<file path="config.mk">
export PLATFORM = sky130hd
export DESIGN_NAME = rf_wb_arb
export DESIGN_NICKNAME = d
export VERILOG_FILES = /design/src/rtl/rf_wb_arb_pkg.sv /design/src/rtl/rf_wb_arb_rr_arb.sv /design/src/rtl/rf_wb_arb.sv
export SDC_FILE = /design/constraint.sdc
export NUM_CORES = 1
export LEC_CHECK = 0
export ABC_AREA = 1
export ABC_CLOCK_PERIOD_IN_PS = 4710
export CAP_MARGIN = 40
export CORE_AREA = 2 2 125 127
export CTS_CLUSTER_DIAMETER = 100
export DETAILED_ROUTE_END_ITERATION = 6
export DIE_AREA = 0 0 127 129
export GPL_TIMING_DRIVEN = 0
export PLACE_DENSITY = 0.79
export SLEW_MARGIN = 10
export SYNTH_ARGS = -nofsm -noshare
export SYNTH_HDL_FRONTEND = slang
export SYNTH_SLANG_ARGS = --single-unit
</file>
<file path="constraint.sdc">
create_clock -name clk -period 4.71 [get_ports clk]
set_clock_uncertainty 0.15 [all_clocks]
set_input_delay 1.1775 -clock clk [delete_from_list [all_inputs] [get_ports clk]]
set_output_delay 1.1775 -clock clk [all_outputs]
set_load 0.03 [all_outputs]
</file>
<file path="src/rtl/rf_wb_arb_pkg.sv">
// Shared constants and types for the register-file write-back arbiter.
package rf_wb_arb_pkg;

   localparam int RF_AW = 5;
   localparam int XLEN  = 64;

   typedef logic [RF_AW-1:0] reg_idx_t;

   // Width of an index into n requesters; never zero so a single requester still builds.
   function automatic int ptr_w(input int n);
      return (n > 1) ? $clog2(n) : 1;
   endfunction

endpackage

</file>
<file path="src/rtl/rf_wb_arb_rr_arb.sv">
// Combinational round-robin grant: first requester at or after ptr (modulo N) wins.
module rr_arb #(
   parameter int N  = 3,
   parameter int PW = 2
) (
   input  logic [N-1:0]  req,
   input  logic [PW-1:0] ptr,
   output logic [N-1:0]  gnt
);

   logic found;
   int   idx;

   always_comb begin
      // NOTE: every output of a combinational block gets a default first, otherwise a path that skips the assignment infers a latch.
      gnt   = '0;
      found = 1'b0;
      idx   = 0;
      for (int k = 0; k < N; k++) begin
         idx = (int'(ptr) + k) % N;
         if (!found && req[idx]) begin
            gnt[idx] = 1'b1;
            found    = 1'b1;
         end
      end
   end

endmodule

</file>
<file path="src/rtl/rf_wb_arb.sv">
// Write-back arbiter: grants one requester per cycle, registers the RF write, tracks pending destinations.
// Define WB_ARB_FIXED_PRIO_EN for fixed priority (lowest index wins, no rotating pointer).
module rf_wb_arb
   import rf_wb_arb_pkg::ptr_w;
   import rf_wb_arb_pkg::RF_AW;
#(
   parameter int NREQ = 3,
   parameter int XLEN = rf_wb_arb_pkg::XLEN,
   parameter int AW   = RF_AW
) (
   input  logic                 clk,
   input  logic                 rst,
   input  logic [NREQ-1:0]      req_valid,
   output logic [NREQ-1:0]      req_ready,
   input  logic [NREQ*AW-1:0]   req_addr,
   input  logic [NREQ*XLEN-1:0] req_data,
   input  logic                 alloc_valid,
   input  logic [AW-1:0]        alloc_addr,
   output logic                 rf_wen,
   output logic [AW-1:0]        rf_waddr,
   output logic [XLEN-1:0]      rf_wdata,
   output logic [2**AW-1:0]     pending
);

   localparam int PW = ptr_w(NREQ);
   localparam int NR = 2**AW;

   logic [NREQ-1:0] gnt;
   logic            xfer;
   logic [AW-1:0]   g_addr;
   logic [XLEN-1:0] g_data;
   logic [NR-1:1]   pend_q;
   logic [NR-1:1]   set_m;
   logic [NR-1:1]   clr_m;

`ifdef WB_ARB_FIXED_PRIO_EN
   rr_arb #(.N(NREQ), .PW(PW)) u_arb (
      .req (req_valid),
      .ptr ({PW{1'b0}}),
      .gnt (gnt)
   );
`else
   logic [PW-1:0] ptr;
   logic [PW-1:0] ptr_nxt;

   rr_arb #(.N(NREQ), .PW(PW)) u_arb (
      .req (req_valid),
      .ptr (ptr),
      .gnt (gnt)
   );

   always_comb begin
      ptr_nxt = ptr;
      for (int i = 0; i < NREQ; i++) begin
         if (gnt[i]) ptr_nxt = (i == NREQ - 1) ? '0 : PW'(i + 1);
      end
   end

   always_ff @(posedge clk) begin
      // NOTE: sequential state uses non-blocking assignments so every flop samples pre-edge values.
      if (rst) ptr <= '0;
      else     ptr <= ptr_nxt;
   end
`endif

   // Grants always come from valid requesters, so any grant outside reset is a transfer.
   assign req_ready = gnt & {NREQ{~rst}};
   assign xfer      = |req_ready;

   always_comb begin
      g_addr = '0;
      g_data = '0;
      for (int i = 0; i < NREQ; i++) begin
         if (gnt[i]) begin
            g_addr = req_addr[i*AW +: AW];
            g_data = req_data[i*XLEN +: XLEN];
         end
      end
   end

   always_ff @(posedge clk) begin
      if (rst) begin
         rf_wen   <= 1'b0;
         rf_waddr <= '0;
         rf_wdata <= '0;
      end else begin
         rf_wen <= xfer && (g_addr != '0);
         if (xfer) begin
            rf_waddr <= g_addr;
            rf_wdata <= g_data;
         end
      end
   end

   always_comb begin
      set_m = '0;
      clr_m = '0;
      for (int r = 1; r < NR; r++) begin
         if (alloc_valid && alloc_addr == AW'(r)) set_m[r] = 1'b1;
         if (xfer && g_addr == AW'(r))            clr_m[r] = 1'b1;
      end
   end

   always_ff @(posedge clk) begin
      // NOTE: the scoreboard is reset as a whole; a stale pending bit after reset would stall issue forever.
      if (rst) pend_q <= '0;
      else     pend_q <= (pend_q & ~clr_m) | set_m;
   end

   assign pending = {pend_q, 1'b0};

endmodule
</file>
==> out/summary.log <==
qor: timing.slew_worst_pin 0.546 ns
qor: power_and_ir_drop.power-per-cell-area 591 nW/um2
qor: global_routing.antenna_found_initial 1
qor: logic_synthesis.syn-cell-area 5540 um2
qor: logic_synthesis.synth-async-reset-ratio 0%
qor: floorplanning.fp.dieH 129 um
qor: logic_synthesis.synth_top_flop_cell sky130_fd_sc_hd__dfxtp_1
qor: routing.via_count_normalized_by_instance_count 5.30
qor: timing.fmax 224 MHz
qor: worst_setup_path.cpPeakStageDelay 0.66 ns
qor: cts.clock_tree_sinks 103
qor: timing.relSlewSlack 63.6%
qor: timing.final_min_period_over_clock_period 94.6%
qor: routing.detail_route.iter0.violations 512
qor: timing.timing.setup.tns 0 ns
qor: power_and_ir_drop.vdd.ir_drop.worst 0.262 mV
qor: logic_synthesis.count_of_flip_flops_with_a_built_in_enable_after_synthesis 0
qor: routing.postRouteWirelength 25200 um
qor: cts.worstSkewPairLatency 0.35 ns
qor: worst_setup_path.worst_path_max_delay_cell sky130_fd_sc_hd__clkdlybuf4s50_1
qor: routing.detailroute.via_count 7006
qor: routing.drt_first_pass_iters 5
qor: cts.worst_setup_hold_path_clk_slew 0.07 ns
qor: cts.clock_root_buffer sky130_fd_sc_hd__clkbuf_16
qor: global_routing.grt_first_pass_wirelength 37200 um
qor: cells_and_area.final_cell_area 9280 um2
qor: worst_setup_path.worst-endpoint-required 3.38 ns
qor: cts.ctsResizeCount 0
qor: cts.ctsHoldBuffers 0
qor: timing.grt_setup_unrepaired no
qor: floorplanning.core_region_area 15000 um2
qor: floorplanning.die-area 16400 um2
qor: placed_design.detailedPlacementHpwl 19700 um
qor: cells_and_area.flow.area_growth_from_synthesis 67.5%
qor: placed_design.placement.cell_area 8980 um2
qor: worst_setup_path.most_common_cell_on_crit_path sky130_fd_sc_hd__nand2_1
qor: global_routing.grt_max_degree 17
qor: outcome.run_status completed
qor: power_and_ir_drop.design_power_total 5.48 mW
qor: global_routing.groute.usage.overall 29.4%
qor: worst_setup_path.arrival 3.13 ns
qor: run.max-cap-violations 0
qor: logic_synthesis.synthesis.instances 798
qor: logic_synthesis.mappedNetlistNets 1020
qor: cts.tritoncts_buffers 9
qor: cts.post-cts-setup-buffers 0
qor: global_routing.globalRoute.totalOverflow 0
qor: worst_setup_path.category_of_the_worst_setup_path_capture_point output port
qor: logic_synthesis.synth.lib_cells_used.distinct 28
qor: timing.finalMaxSlewViolations 0
qor: routing.drt-wirelength-per-cell 19.0 um
qor: cts.cts_tree yes
qor: routing.drt_drc_violations_left 0
qor: logic_synthesis.syn_area_per_cell 6.94 um2
qor: cells_and_area.drive_gt1_share 7.50%
qor: timing.period_minus_slack 4.46 ns
qor: timing.final_count_of_hold_timing_violations 0
qor: worst_setup_path.crit_path_cell_trace clkdlybuf4s50_1 -> inv_1 -> o21ai_2 -> nand2_4 -> inv_2 -> nand2_1 -> nand2_1 -> inv_2 -> nand2_1 -> nand2_1 -> inv_1 -> clkdlybuf4s50_1
qor: logic_synthesis.yosys_warnings 0
qor: worst_setup_path.worstSetupStartpointType primary input
qor: cells_and_area.finalNetCount 1351
qor: placed_design.place.port_buffers 320
qor: logic_synthesis.sequential_fraction_of_the_synthesis_area 37.2%
qor: global_routing.grt_pass1_vias 6651
qor: worst_hold_path.worst_hold_path_type flop to flop
qor: cells_and_area.mostFrequentLayoutCell sky130_fd_sc_hd__clkdlybuf4s50_1
qor: floorplanning.top_level_ports 323
qor: worst_setup_path.cp_max_fo 6
qor: cts.cts.path.max_buffers 2
qor: logic_synthesis.post_synthesis_register_bit_count 103
qor: worst_setup_path.criticalPathCategory primary input to output port
qor: floorplanning.initial_core_util 37.0%
qor: cells_and_area.layout.cells.most_common_list sky130_fd_sc_hd__clkdlybuf4s50_1 (320), sky130_fd_sc_hd__nand2_1 (189), sky130_fd_sc_hd__nand3_1 (120)
qor: routing.antenna_left 0
qor: timing.finalSetupViolations 0
qor: power_and_ir_drop.power.static_leakage 3.59 nW
qor: placed_design.place.gp.congestion 0.946
qor: floorplanning.site_rows 45
qor: cts.htreeDepth 3
qor: floorplanning.die_width 127 um
[path summary, 6_finish.rpt]
check	from	to	slack (ns)	cells after the start
worst min-delay path	pend_q[13]	pend_q[13]	0.31	2
worst max register to register	ptr[0]	rf_wdata[42]	1.69	14
worst min register to register	pend_q[13]	pend_q[13]	0.31	2
worst max-delay path	req_valid[2]	req_ready[0]	0.25	12
[per-stage QoR]
step	hold slack, ns	cells	utilization [%]	setup WS (ns)
floorplan	0.346	798	-	1.42
global placement	0.301	1306	59.9	0.272
detailed placement	0.306	1306	59.9	0.256
CTS	0.318	1322	61.9	0.254
global route	0.333	1322	61.9	0.108
finish	0.314	1323	62.0	0.253
[cell type report]
| cell class | instances | area (um2) |
|---|---|---|
| Fill cell | 1421 | 5700 |
| Antenna cell | 1 | 2.50 |
| Inverter | 26 | 97.6 |
| Clock buffer | 11 | 243 |
| Timing Repair Buffer | 320 | 3200 |
| Multi-Input combinational cell | 607 | 3060 |
| Buffer | 62 | 319 |
| Clock inverter | 5 | 56.3 |
| Sequential cell | 103 | 2060 |
| Tap cell | 188 | 235 |
[state kept, by name, summed over array words and instances, names as in the netlist]
name      count
rf_wdata     64
rf_waddr      5
ptr           2
rf_wen        1
pend_q       31
[synth_stat cells (4+ instances only)]
library cell,n,area [um2]
sky130_fd_sc_hd__nand2_2,6,37.5
sky130_fd_sc_hd__nor2_1,27,101
sky130_fd_sc_hd__a22oi_1,53,398
sky130_fd_sc_hd__o21ai_0,109,546
sky130_fd_sc_hd__nor2_4,10,113
sky130_fd_sc_hd__o21ai_1,26,130
sky130_fd_sc_hd__buf_1,5,18.8
sky130_fd_sc_hd__buf_4,13,97.6
sky130_fd_sc_hd__clkbuf_1,24,90.1
sky130_fd_sc_hd__a21oi_1,45,225
sky130_fd_sc_hd__inv_1,19,71.3
sky130_fd_sc_hd__buf_2,18,90.1
sky130_fd_sc_hd__nand2_1,189,709
sky130_fd_sc_hd__nand3_1,120,601
sky130_fd_sc_hd__dfxtp_1,103,2060
sky130_fd_sc_hd__ha_1,4,50.1
sky130_fd_sc_hd__inv_2,7,26.3
sky130_fd_sc_hd__or2_2,5,31.3
[kinds of logic (layout without fill, tap and decap cells)]
kind of cell / Yosys count / count (layout) / synth area share, %
other: 1 / 2 / 0.0677
AOI/OAI and AO/OA: 237 / 237 / 24.4
DFF: 103 / 103 / 37.2
and+or+nand+nor: 365 / 365 / 29.9
buffers and inverters: 88 / 424 / 7.52
adders and majority gates: 4 / 4 / 0.903
[power breakdown]
group / total, mW / internal, mW / switching (mW)
logic: 3.52 / 1.26 / 2.26
registers: 1.19 / 1.09 / 0.106
clock network: 0.767 / 0.427 / 0.339
[critical path: cells and delay by family]
family | cells | cell delay, ns
simple gates | 5 | 0.38
compound gates | 1 | 0.15
buf+inv | 6 | 1.43
[layer usage]
layer | up-vias | share of wire, % | global-route usage (%)
met4 | 0 | 3.2 | 8.66
met1 | 3245 | 40 | 35.4
li1 | 3396 | - | -
met5 | - | 0 | 0
met3 | 53 | 9.2 | 9.98
met2 | 312 | 47 | 50.1
Note: power is estimated with default switching activity, not from simulation.
